`config.mk`:
```
export PLATFORM = sky130hd
export DESIGN_NAME = bsg_mesh_traffic_gen
export DESIGN_NICKNAME = d
export VERILOG_FILES = /design/src/rtl/bsg_mesh_traffic_gen.sv
export SDC_FILE = /design/constraint.sdc
export NUM_CORES = 1
export LEC_CHECK = 0
export ABC_AREA = 0
export CAP_MARGIN = 20
export CORE_ASPECT_RATIO = 0.9
export CORE_MARGIN = 2
export CORE_UTILIZATION = 30
export DETAILED_ROUTE_END_ITERATION = 8
export PLACE_DENSITY = 0.48
export SYNTH_ARGS = -nofsm -noshare
export SYNTH_HDL_FRONTEND = slang
export SYNTH_SLANG_ARGS = --single-unit
```
`constraint.sdc`:
```
create_clock -name clk_i -period 2.9 [get_ports clk_i]
set_input_delay 0.58 -clock clk_i [delete_from_list [all_inputs] [get_ports clk_i]]
set_output_delay 0.58 -clock clk_i [all_outputs]
set_load 0.005 [all_outputs]
```
`src/rtl/bsg_mesh_traffic_gen.sv`:
```
// bsg_mesh_traffic_gen
// Packet source for one mesh tile. It drives the proc-side input of a mesh
// router with {payload, dest_y, dest_x} packets over a ready/valid handshake.
// Destinations either sweep every tile in row-major order or come from a
// 16-bit Fibonacci LFSR. Out-of-range LFSR candidates cost one bubble cycle.
// v_o and data_o are registered, so there is no combinational path from
// ready_and_i to valid.
module bsg_mesh_traffic_gen #(
    parameter int x_cord_width_p = 2,
    parameter int y_cord_width_p = 2,
    parameter int data_width_p   = 4,
    parameter int num_tiles_x_p  = 4,
    parameter int num_tiles_y_p  = 4,
    parameter int count_width_p  = 16
) (
    input  logic                                                  clk_i,
    input  logic                                                  reset_n_i,
    input  logic [x_cord_width_p-1:0]                             my_x_i,
    input  logic [y_cord_width_p-1:0]                             my_y_i,
    input  logic                                                  start_i,
    input  logic                                                  rand_mode_i,
    input  logic [count_width_p-1:0]                              num_pkts_i,
    output logic                                                  v_o,
    output logic [data_width_p+y_cord_width_p+x_cord_width_p-1:0] data_o,
    input  logic                                                  ready_and_i,
    output logic                                                  busy_o,
    output logic                                                  done_o,
    output logic [count_width_p-1:0]                              sent_count_o
);

    localparam int XW  = x_cord_width_p;
    localparam int YW  = y_cord_width_p;
    localparam int DW  = data_width_p;
    localparam int CW  = count_width_p;
    localparam int PW  = DW + YW + XW;
    localparam int XW1 = XW + 1;
    localparam int YW1 = YW + 1;

    // Last column/row index of the sweep; the sweep wraps after these.
    localparam logic [XW-1:0] X_LAST = XW'(num_tiles_x_p - 1);
    localparam logic [YW-1:0] Y_LAST = YW'(num_tiles_y_p - 1);

    // Tile counts widened by one bit so that a full 2**width mesh is representable.
    localparam logic [XW1-1:0] NX_EXT = XW1'(num_tiles_x_p);
    localparam logic [YW1-1:0] NY_EXT = YW1'(num_tiles_y_p);

    localparam logic [15:0] LFSR_BASE = 16'hACE1;

    typedef enum logic [1:0] {
        S_IDLE = 2'd0,
        S_RUN  = 2'd1,
        S_DONE = 2'd2
    } state_t;

    // One Fibonacci step: taps 16,14,13,11, shift left, feedback enters bit 0.
    function automatic logic [15:0] lfsr_step(input logic [15:0] s);
        return {s[14:0], s[15] ^ s[13] ^ s[12] ^ s[10]};
    endfunction

    // ------------------------------------------------------------------
    // Registers
    // ------------------------------------------------------------------
    state_t          r_state;
    logic [CW-1:0]   r_num_pkts;
    logic            r_rand_mode;
    logic [CW-1:0]   r_sent_count;
    logic [XW-1:0]   r_dest_x;
    logic [YW-1:0]   r_dest_y;
    logic [15:0]     r_lfsr;
    logic            r_v;
    logic [PW-1:0]   r_data;

    // ------------------------------------------------------------------
    // Combinational next values
    // ------------------------------------------------------------------
    state_t          w_state_next;
    logic [CW-1:0]   w_num_pkts_next;
    logic            w_rand_mode_next;
    logic [CW-1:0]   w_sent_count_next;
    logic [XW-1:0]   w_dest_x_next;
    logic [YW-1:0]   w_dest_y_next;
    logic [15:0]     w_lfsr_next;
    logic            w_v_next;
    logic [PW-1:0]   w_data_next;

    logic            w_start;
    logic            w_xfer;
    logic            w_last_xfer;
    logic [15:0]     w_seed;
    logic [XW-1:0]   w_cand_x;
    logic [YW-1:0]   w_cand_y;
    logic            w_cand_ok;
    logic [XW-1:0]   w_sel_x;
    logic [YW-1:0]   w_sel_y;
    logic [DW-1:0]   w_tile_id;
    logic [DW-1:0]   w_payload;

    // Per-tile seed; upper LFSR bits stay 0xAC so the seed is never zero.
    assign w_seed = LFSR_BASE ^ {{(16 - XW - YW){1'b0}}, my_y_i, my_x_i};

    // start_i only counts outside RUN; a transfer needs a registered valid.
    assign w_start     = start_i && ((r_state == S_IDLE) || (r_state == S_DONE));
    assign w_xfer      = (r_state == S_RUN) && r_v && ready_and_i;
    assign w_last_xfer = w_xfer && ((r_sent_count + CW'(1)) == r_num_pkts);

    // Payload is computed directly at payload width: truncation commutes
    // with the XOR, and narrow counts are zero-extended by the cast.
    assign w_tile_id = DW'(my_y_i) * DW'(num_tiles_x_p) + DW'(my_x_i);
    assign w_payload = DW'(w_sent_count_next) ^ w_tile_id;

    // Random-mode candidate destination, taken from the LFSR value that
    // will be held next cycle.
    assign w_cand_x  = w_lfsr_next[XW-1:0];
    assign w_cand_y  = w_lfsr_next[XW +: YW];
    assign w_cand_ok = ({1'b0, w_cand_x} < NX_EXT) && ({1'b0, w_cand_y} < NY_EXT);

    assign w_sel_x = w_rand_mode_next ? w_cand_x : w_dest_x_next;
    assign w_sel_y = w_rand_mode_next ? w_cand_y : w_dest_y_next;

    // Valid for next cycle: always in sweep mode, only for in-range candidates
    // in random mode. Data is zeroed whenever it is not being offered.
    assign w_v_next    = (w_state_next == S_RUN) && (!w_rand_mode_next || w_cand_ok);
    assign w_data_next = w_v_next ? {w_payload, w_sel_y, w_sel_x} : '0;

    // FSM state register.
    always_ff @(posedge clk_i or negedge reset_n_i) begin
        if (!reset_n_i) begin
            r_state <= S_IDLE;
        end else begin
            r_state <= w_state_next;
        end
    end

    // FSM next-state logic: a zero-length run goes straight to DONE.
    always_comb begin
        w_state_next = r_state;
        case (r_state)
            S_IDLE, S_DONE: begin
                if (w_start) begin
                    w_state_next = (num_pkts_i == '0) ? S_DONE : S_RUN;
                end
            end
            S_RUN: begin
                if (w_last_xfer) begin
                    w_state_next = S_DONE;
                end
            end
            default: w_state_next = S_IDLE;
        endcase
    end

    // Datapath next values: latch on start, advance on transfer or bubble.
    always_comb begin
        w_num_pkts_next   = r_num_pkts;
        w_rand_mode_next  = r_rand_mode;
        w_sent_count_next = r_sent_count;
        w_dest_x_next     = r_dest_x;
        w_dest_y_next     = r_dest_y;
        w_lfsr_next       = r_lfsr;
        if (w_start) begin
            w_num_pkts_next   = num_pkts_i;
            w_rand_mode_next  = rand_mode_i;
            w_sent_count_next = '0;
            w_dest_x_next     = '0;
            w_dest_y_next     = '0;
            w_lfsr_next       = w_seed;
        end else if (r_state == S_RUN) begin
            if (w_xfer) begin
                if (r_sent_count != '1) begin
                    w_sent_count_next = r_sent_count + CW'(1);
                end
                if (r_rand_mode) begin
                    w_lfsr_next = lfsr_step(r_lfsr);
                end else if (r_dest_x == X_LAST) begin
                    w_dest_x_next = '0;
                    w_dest_y_next = (r_dest_y == Y_LAST) ? '0 : r_dest_y + YW'(1);
                end else begin
                    w_dest_x_next = r_dest_x + XW'(1);
                end
            end else if (r_rand_mode && !r_v) begin
                // Bubble: the current candidate was out of range, try the next one.
                w_lfsr_next = lfsr_step(r_lfsr);
            end
        end else if (r_state == S_IDLE) begin
            // The reset value cannot depend on the tile inputs, so the
            // tile-specific seed is loaded on every idle cycle instead.
            w_lfsr_next = w_seed;
        end
    end

    // Datapath and registered handshake outputs.
    always_ff @(posedge clk_i or negedge reset_n_i) begin
        if (!reset_n_i) begin
            r_num_pkts   <= '0;
            r_rand_mode  <= 1'b0;
            r_sent_count <= '0;
            r_dest_x     <= '0;
            r_dest_y     <= '0;
            r_lfsr       <= LFSR_BASE;
            r_v          <= 1'b0;
            r_data       <= '0;
        end else begin
            r_num_pkts   <= w_num_pkts_next;
            r_rand_mode  <= w_rand_mode_next;
            r_sent_count <= w_sent_count_next;
            r_dest_x     <= w_dest_x_next;
            r_dest_y     <= w_dest_y_next;
            r_lfsr       <= w_lfsr_next;
            r_v          <= w_v_next;
            r_data       <= w_data_next;
        end
    end

    // Outputs: status decoded from the state register, handshake from registers.
    always_comb begin
        busy_o       = (r_state == S_RUN);
        done_o       = (r_state == S_DONE);
        v_o          = r_v;
        data_o       = r_data;
        sent_count_o = r_sent_count;
    end

endmodule

```
# Word level (Yosys, flattened, before mapping)
# Index checks and enable logic that the tools add are counted.
# word_totals
reg_bits	64
latch_bits	0
ram_bits	0
mem_bits_ro	0
output_inout_bits	27
wordCells	74
mem_count	0
# op_classes
n_addsub	4
n_mul	0
div	0
order_cmp	0
n_eq_ne	9
shift	0
mux	29
bitwise	5
n_reduce_logical	16
# ops
op	count
2-to-1 mux 16 bit	10
2-to-1 mux 2 bit	16
adder 16 x 1 -> 16 bit, second input constant	1
equality test 16 bit	1
logical NOT 16 bit	1
!= test 16 bit, second input constant	1
2-to-1 mux 8 bit	1
inverter 1 -> 8 bit	1
equality test 2 bit, second input constant	3
AND reduction 3 bit	2
nonzero test 2 bit	3
logical AND 1 bit	5
adder 2 x 1 -> 2 bit, second input constant	2
adder 4 x 2 -> 4 bit	1
equality test 2 x 1 -> 1 bit, second input constant	2
!= test 4 x 1 -> 1 bit, second input constant	1
!= test 4 bit, second input constant	1
case mux 2 bit (2 select lines)	1
XOR 4 bit	1
nonzero test 3 bit	1
XOR 1 bit	3
logical NOT 2 bit	1
OR reduction 2 bit	1
logical NOT 1 bit	1
2 further kinds	2

# Longest topological paths before layout
# logic_depth
depth_word	9
depth_mapped	8
ltp_nobuf	7

# Least setup slack after synthesis
# OpenSTA, ideal clock, no wires.
# synth_timing
kind	register -> register
startpoint	reg r_sent_count[0], in the netlist sent_count_o[0]
endpoint	reg r_data[0], in the netlist data_o[0]
arrival_ns	2.185
required_ns	2.751
slack_ns	0.566
path_stages_with_launch	8
n_path_buf	0
synth_period_minus_slack_ns	2.334
cell_sequence	dfrtp_1 -> ha_1 -> nand3_2 -> nor4_1 -> xnor2_1 -> o221ai_2 -> nor4_4 -> nor4_1
# synth_via
elab_chain_len	7
# synth_rtl
element	line	text
start, declared	66	logic [CW-1:0] r_sent_count;
start signal, assigned	205	r_sent_count <= w_sent_count_next;
adder 16 x 1 -> 16 bit	104	assign w_last_xfer = w_xfer && ((r_sent_count + CW'(1)) == r_num_pkts);
equality test 16 bit	104	
logical AND 1 bit	104	
2-to-1 mux 2 bit	144	if (w_last_xfer) begin
case mux 2 bit (2 select lines)	137	case (r_state)
equality test 2 x 1 -> 1 bit	122	assign w_v_next = (w_state_next == S_RUN) && (!w_rand_mode_next || w_cand_ok);
2-to-1 mux 8 bit	123	assign w_data_next = w_v_next ? {w_payload, w_sel_y, w_sel_x} : '0;
via w_data_next[0]	84	logic [PW-1:0] w_data_next;
end signal, assigned	210	r_data <= w_data_next;
end, declared	71	logic [PW-1:0] r_data;
# The timed path passes the listed nets, and every way through them passes these cells.
# A chain may end at the register's enable or synchronous reset.

# Worst setup path after layout
# layout_timing
startpoint	reg r_sent_count[2], in the netlist sent_count_o[2]
endpoint	reg r_data[6], in the netlist data_o[6]
# layout_via
elab_chain_len	7
elab_cells_between_ends	13
# layout_rtl
element	line
adder 16 x 1 -> 16 bit or != test 16 bit (tied branches)	104, 170, 169
equality test 16 bit or 2-to-1 mux 16 bit (tied branches)	104, 169
logical AND 1 bit or 2-to-1 mux 16 bit (tied branches)	104, 168
2-to-1 mux 2 bit or 2-to-1 mux 16 bit (tied branches)	144, 167
case mux 2 bit (2 select lines) or 2-to-1 mux 16 bit (tied branches)	137, 160
equality test 2 x 1 -> 1 bit or XOR 4 bit (tied branches)	122, 109
2-to-1 mux 8 bit (*)	123
via w_data_next[6]	84
# The timed path passes the listed nets; every way through them passes the cells marked *. The select of a mux whose other input is x is not followed.

==> flow_summary.yaml <==
place:
  hpwlAfterDp_mm: 7.29
  pre_cts_ws_ns: 0.234
  port_buffers: 51
  gp_congestion: 0.851
yosys:
  yosysTopAreaCellShare_pct: 38.8
  synth.top_cells.by_count: "nand2_1 (63), dfrtp_1 (56), nor2_1 (29)"
  ys_ff_latch: 64
  syn_area_um2: 3610
  synth_edf_count: 0
  synth_most_common_cell: "nand2_1"
  seq_area_frac_synth_pct: 44.6
  synth_area_leader_cell: "dfrtp_1"
  async_flop_share_pct: 100
  avgSynthCellArea_um2: 9.50
  yosys_warnings: 0
  synthFlopType: "dfrtp_1"
  synth_cells: 380
  synth_cell_types: 62
  synth.area.top_cells: "dfrtp_1 (39%), nand2_1 (6.5%), dfstp_2 (5.8%), xnor2_1 (4.1%), o21ai_0 (3.2%)"
  syn_nets: 408
floorplan:
  start_util_pct: 30.4
  io_pins: 52
  dieArea_um2: 12900
  die_y_um: 108
  die_x_um: 120
  core.rowCount: 38
  core_um2: 11900
clocking:
  root_buffer: "clkbuf_16"
  clk_latency_ns: 0.34
  ctsResizeCount: 0
  holdBufCountCts: 0
  cts_sinks: 64
  cts_buffer_depth: 2
  post_cts_buffers: 0
  clk_pin_slew_ns: 0.06
  cts_tree: "done"
  numCtsBuffers: 9
  htree_levels: 3
timing:
  tightestPinTransition_ns: 0.834
  relSlewSlack_pct: 44.4
  min_period_ns: 2.48
  report.final.slew_viol_count: 0
  finalSetupViolCount: 0
  finClkSkew_ns: 0.00691
  rsz0062_at_grt: "no"
  fin_crit_sh_pct: 85.4
  setup_tns_ns: 0
  fmax_mhz: 404
  final-hold-violation-count: 0
  setup_ws_ns: 0.423
global_route:
  grt_pass1_wl_mm: 16.1
  grt_overflow: 0
  grtUsageTotal_pct: 16.2
  grt_pass1_vias: 2910
  antenna_found_initial: 0
  grt_max_degree: 65
power:
  p_leak_nw: 1.99
  peakVddDrop_v: 0.000372
  power_density_nw_per_um2: 919
  power_w: 0.00431
worst_setup_path:
  arrival_ns: 2.69
  end_kind: "flip-flop"
  worst-setup-path-type: "reg2reg"
  max_stage_delay_ns: 0.61
  cp_max_fo: 13
  cpMaxStageDelayCell: "dfrtp_1"
  required_ns: 3.11
  startpoint_type: "flip-flop"
  crit_chain: "nand3_2 -> nor4_4 -> a21o_1 -> mux2i_1 -> a221oi_1 -> nor4_1"
  r2r_cells: 6
drt:
  vias_per_cell: 5.03
  route.detailed.wl_per_inst_um: 16.4
  dr.first_iter.drc_count: 195
  drt-pass1-iter-count: 4
  wl_mm: 9.93
  ant_nets: 0
  drcViolationCount: 0
  vias: 3041
layout:
  nets: 467
  drive_gt1_share_pct: 13.3
  syn2layout_area_growth_pct: 30.1
  diodes: 0
job:
  cap_violations: 0
status:
  status: "finished clean"
min_path:
  min_path_type: "in2async"
==> state kept, by name (all words and copies together) (netlist names) <==
register      count
v_o               1
r_num_pkts       16
r_dest_y          2
r_state           2
r_lfsr           16
r_rand_mode       1
sent_count_o     16
data_o            8
r_dest_x          2
==> through the flow <==
stage / cell area, um2 / std cells / hold slack [ns] / utilization [%]
CTS: 4700 / 604 / 0.457 / 39.5
finish: 4700 / 604 / 0.409 / 39.5
global route: 4700 / 604 / 0.503 / 39.5
detailed placement: 4350 / 588 / 0.482 / 36.6
floorplan: 3610 / 380 / 0.284 / -
global placement: 4350 / 588 / 0.474 / 36.6
==> routing by layer <==
layer / routed length (um) / GRT usage [%] / share of wire [%] / vias to the layer above
met5: 0 / 0 / 0 / -
met4: 136 / 5.55 / 1.4 / 0
met3: 430 / 3.32 / 4.3 / 10
met2: 4250 / 22.6 / 43 / 74
met1: 5110 / 24.5 / 51 / 1459
li1: - / - / - / 1498
==> worst max-delay path: cells and delay by family, from the launching register on <==
| kind | cells | cell delay (ns) |
|---|---|---|
| flops | 1 | 0.61 |
| mux | 1 | 0.28 |
| compound gates | 2 | 0.51 |
| simple gates | 3 | 0.95 |
==> logic make-up (layout without fill, tap and decap cells) <==
kind of cell	Yosys count	in the layout	share of synthesized area (%)
simple gates	162	162	24.6
compound gates	88	88	16.8
flops	64	64	44.6
xor+xnor	28	28	6.79
buf+inv	25	89	3.29
mux	10	10	2.77
fa+ha+maj	3	3	1.04
==> worst paths after layout <==
check	start	to	slack (ns)
setup / recovery	sent_count_o[2]$_DFF_PN0_	data_o[6]$_DFF_PN0_	0.42
hold / removal	reset_n_i	sent_count_o[4]$_DFFE_PN0P_	0.41
setup reg to reg	sent_count_o[2]$_DFF_PN0_	data_o[6]$_DFF_PN0_	0.42
hold reg to reg	r_lfsr[9]$_DFFE_PN0P_	r_lfsr[10]$_DFFE_PN1P_	0.49
max in group asynchronous	reset_n_i	sent_count_o[2]$_DFF_PN0_	1.92
min in group clk_i	r_lfsr[9]$_DFFE_PN0P_	r_lfsr[10]$_DFFE_PN1P_	0.49
==> final cells by class <==
class                      count  area (um2)
inverter                       5        18.8
tap                          160         200
fill                        1224        7190
sequential                    64        1610
multi-input combinational    291        1880
clock buffer                   9         225
clock inverter                 7         125
timing repair buffer          68         633
==> cell usage in the layout (no fill, tap or decap), types with 4 or more instances in the layout <==
cell type / n
a22o_1: 7
nor4_1: 9
nand3_1: 5
nand2b_1: 4
dfrtp_1: 56
dfstp_2: 8
xnor2_1: 17
mux2i_1: 10
nor2_1: 29
clkbuf_16: 9
o22a_1: 7
o21ai_0: 23
nor3_1: 12
nand2_1: 63
inv_1: 5
nand4_1: 4
buf_4: 17
o21a_1: 4
o31ai_1: 6
xor2_1: 11
a21oi_1: 15
clkdlybuf4s50_1: 50
==> report_power, final <==
group	internal [W]	switching, W	total, W	leakage (nW)
Combinational	0.000713	0.000829	0.00154	1.01
Clock	0.000850	0.000428	0.00128	0.171
Sequential	0.00121	0.000285	0.00149	0.810
Total	0.00277	0.00154	0.00431	1.99
No activity file was read; power rests on OpenSTA's default activity.
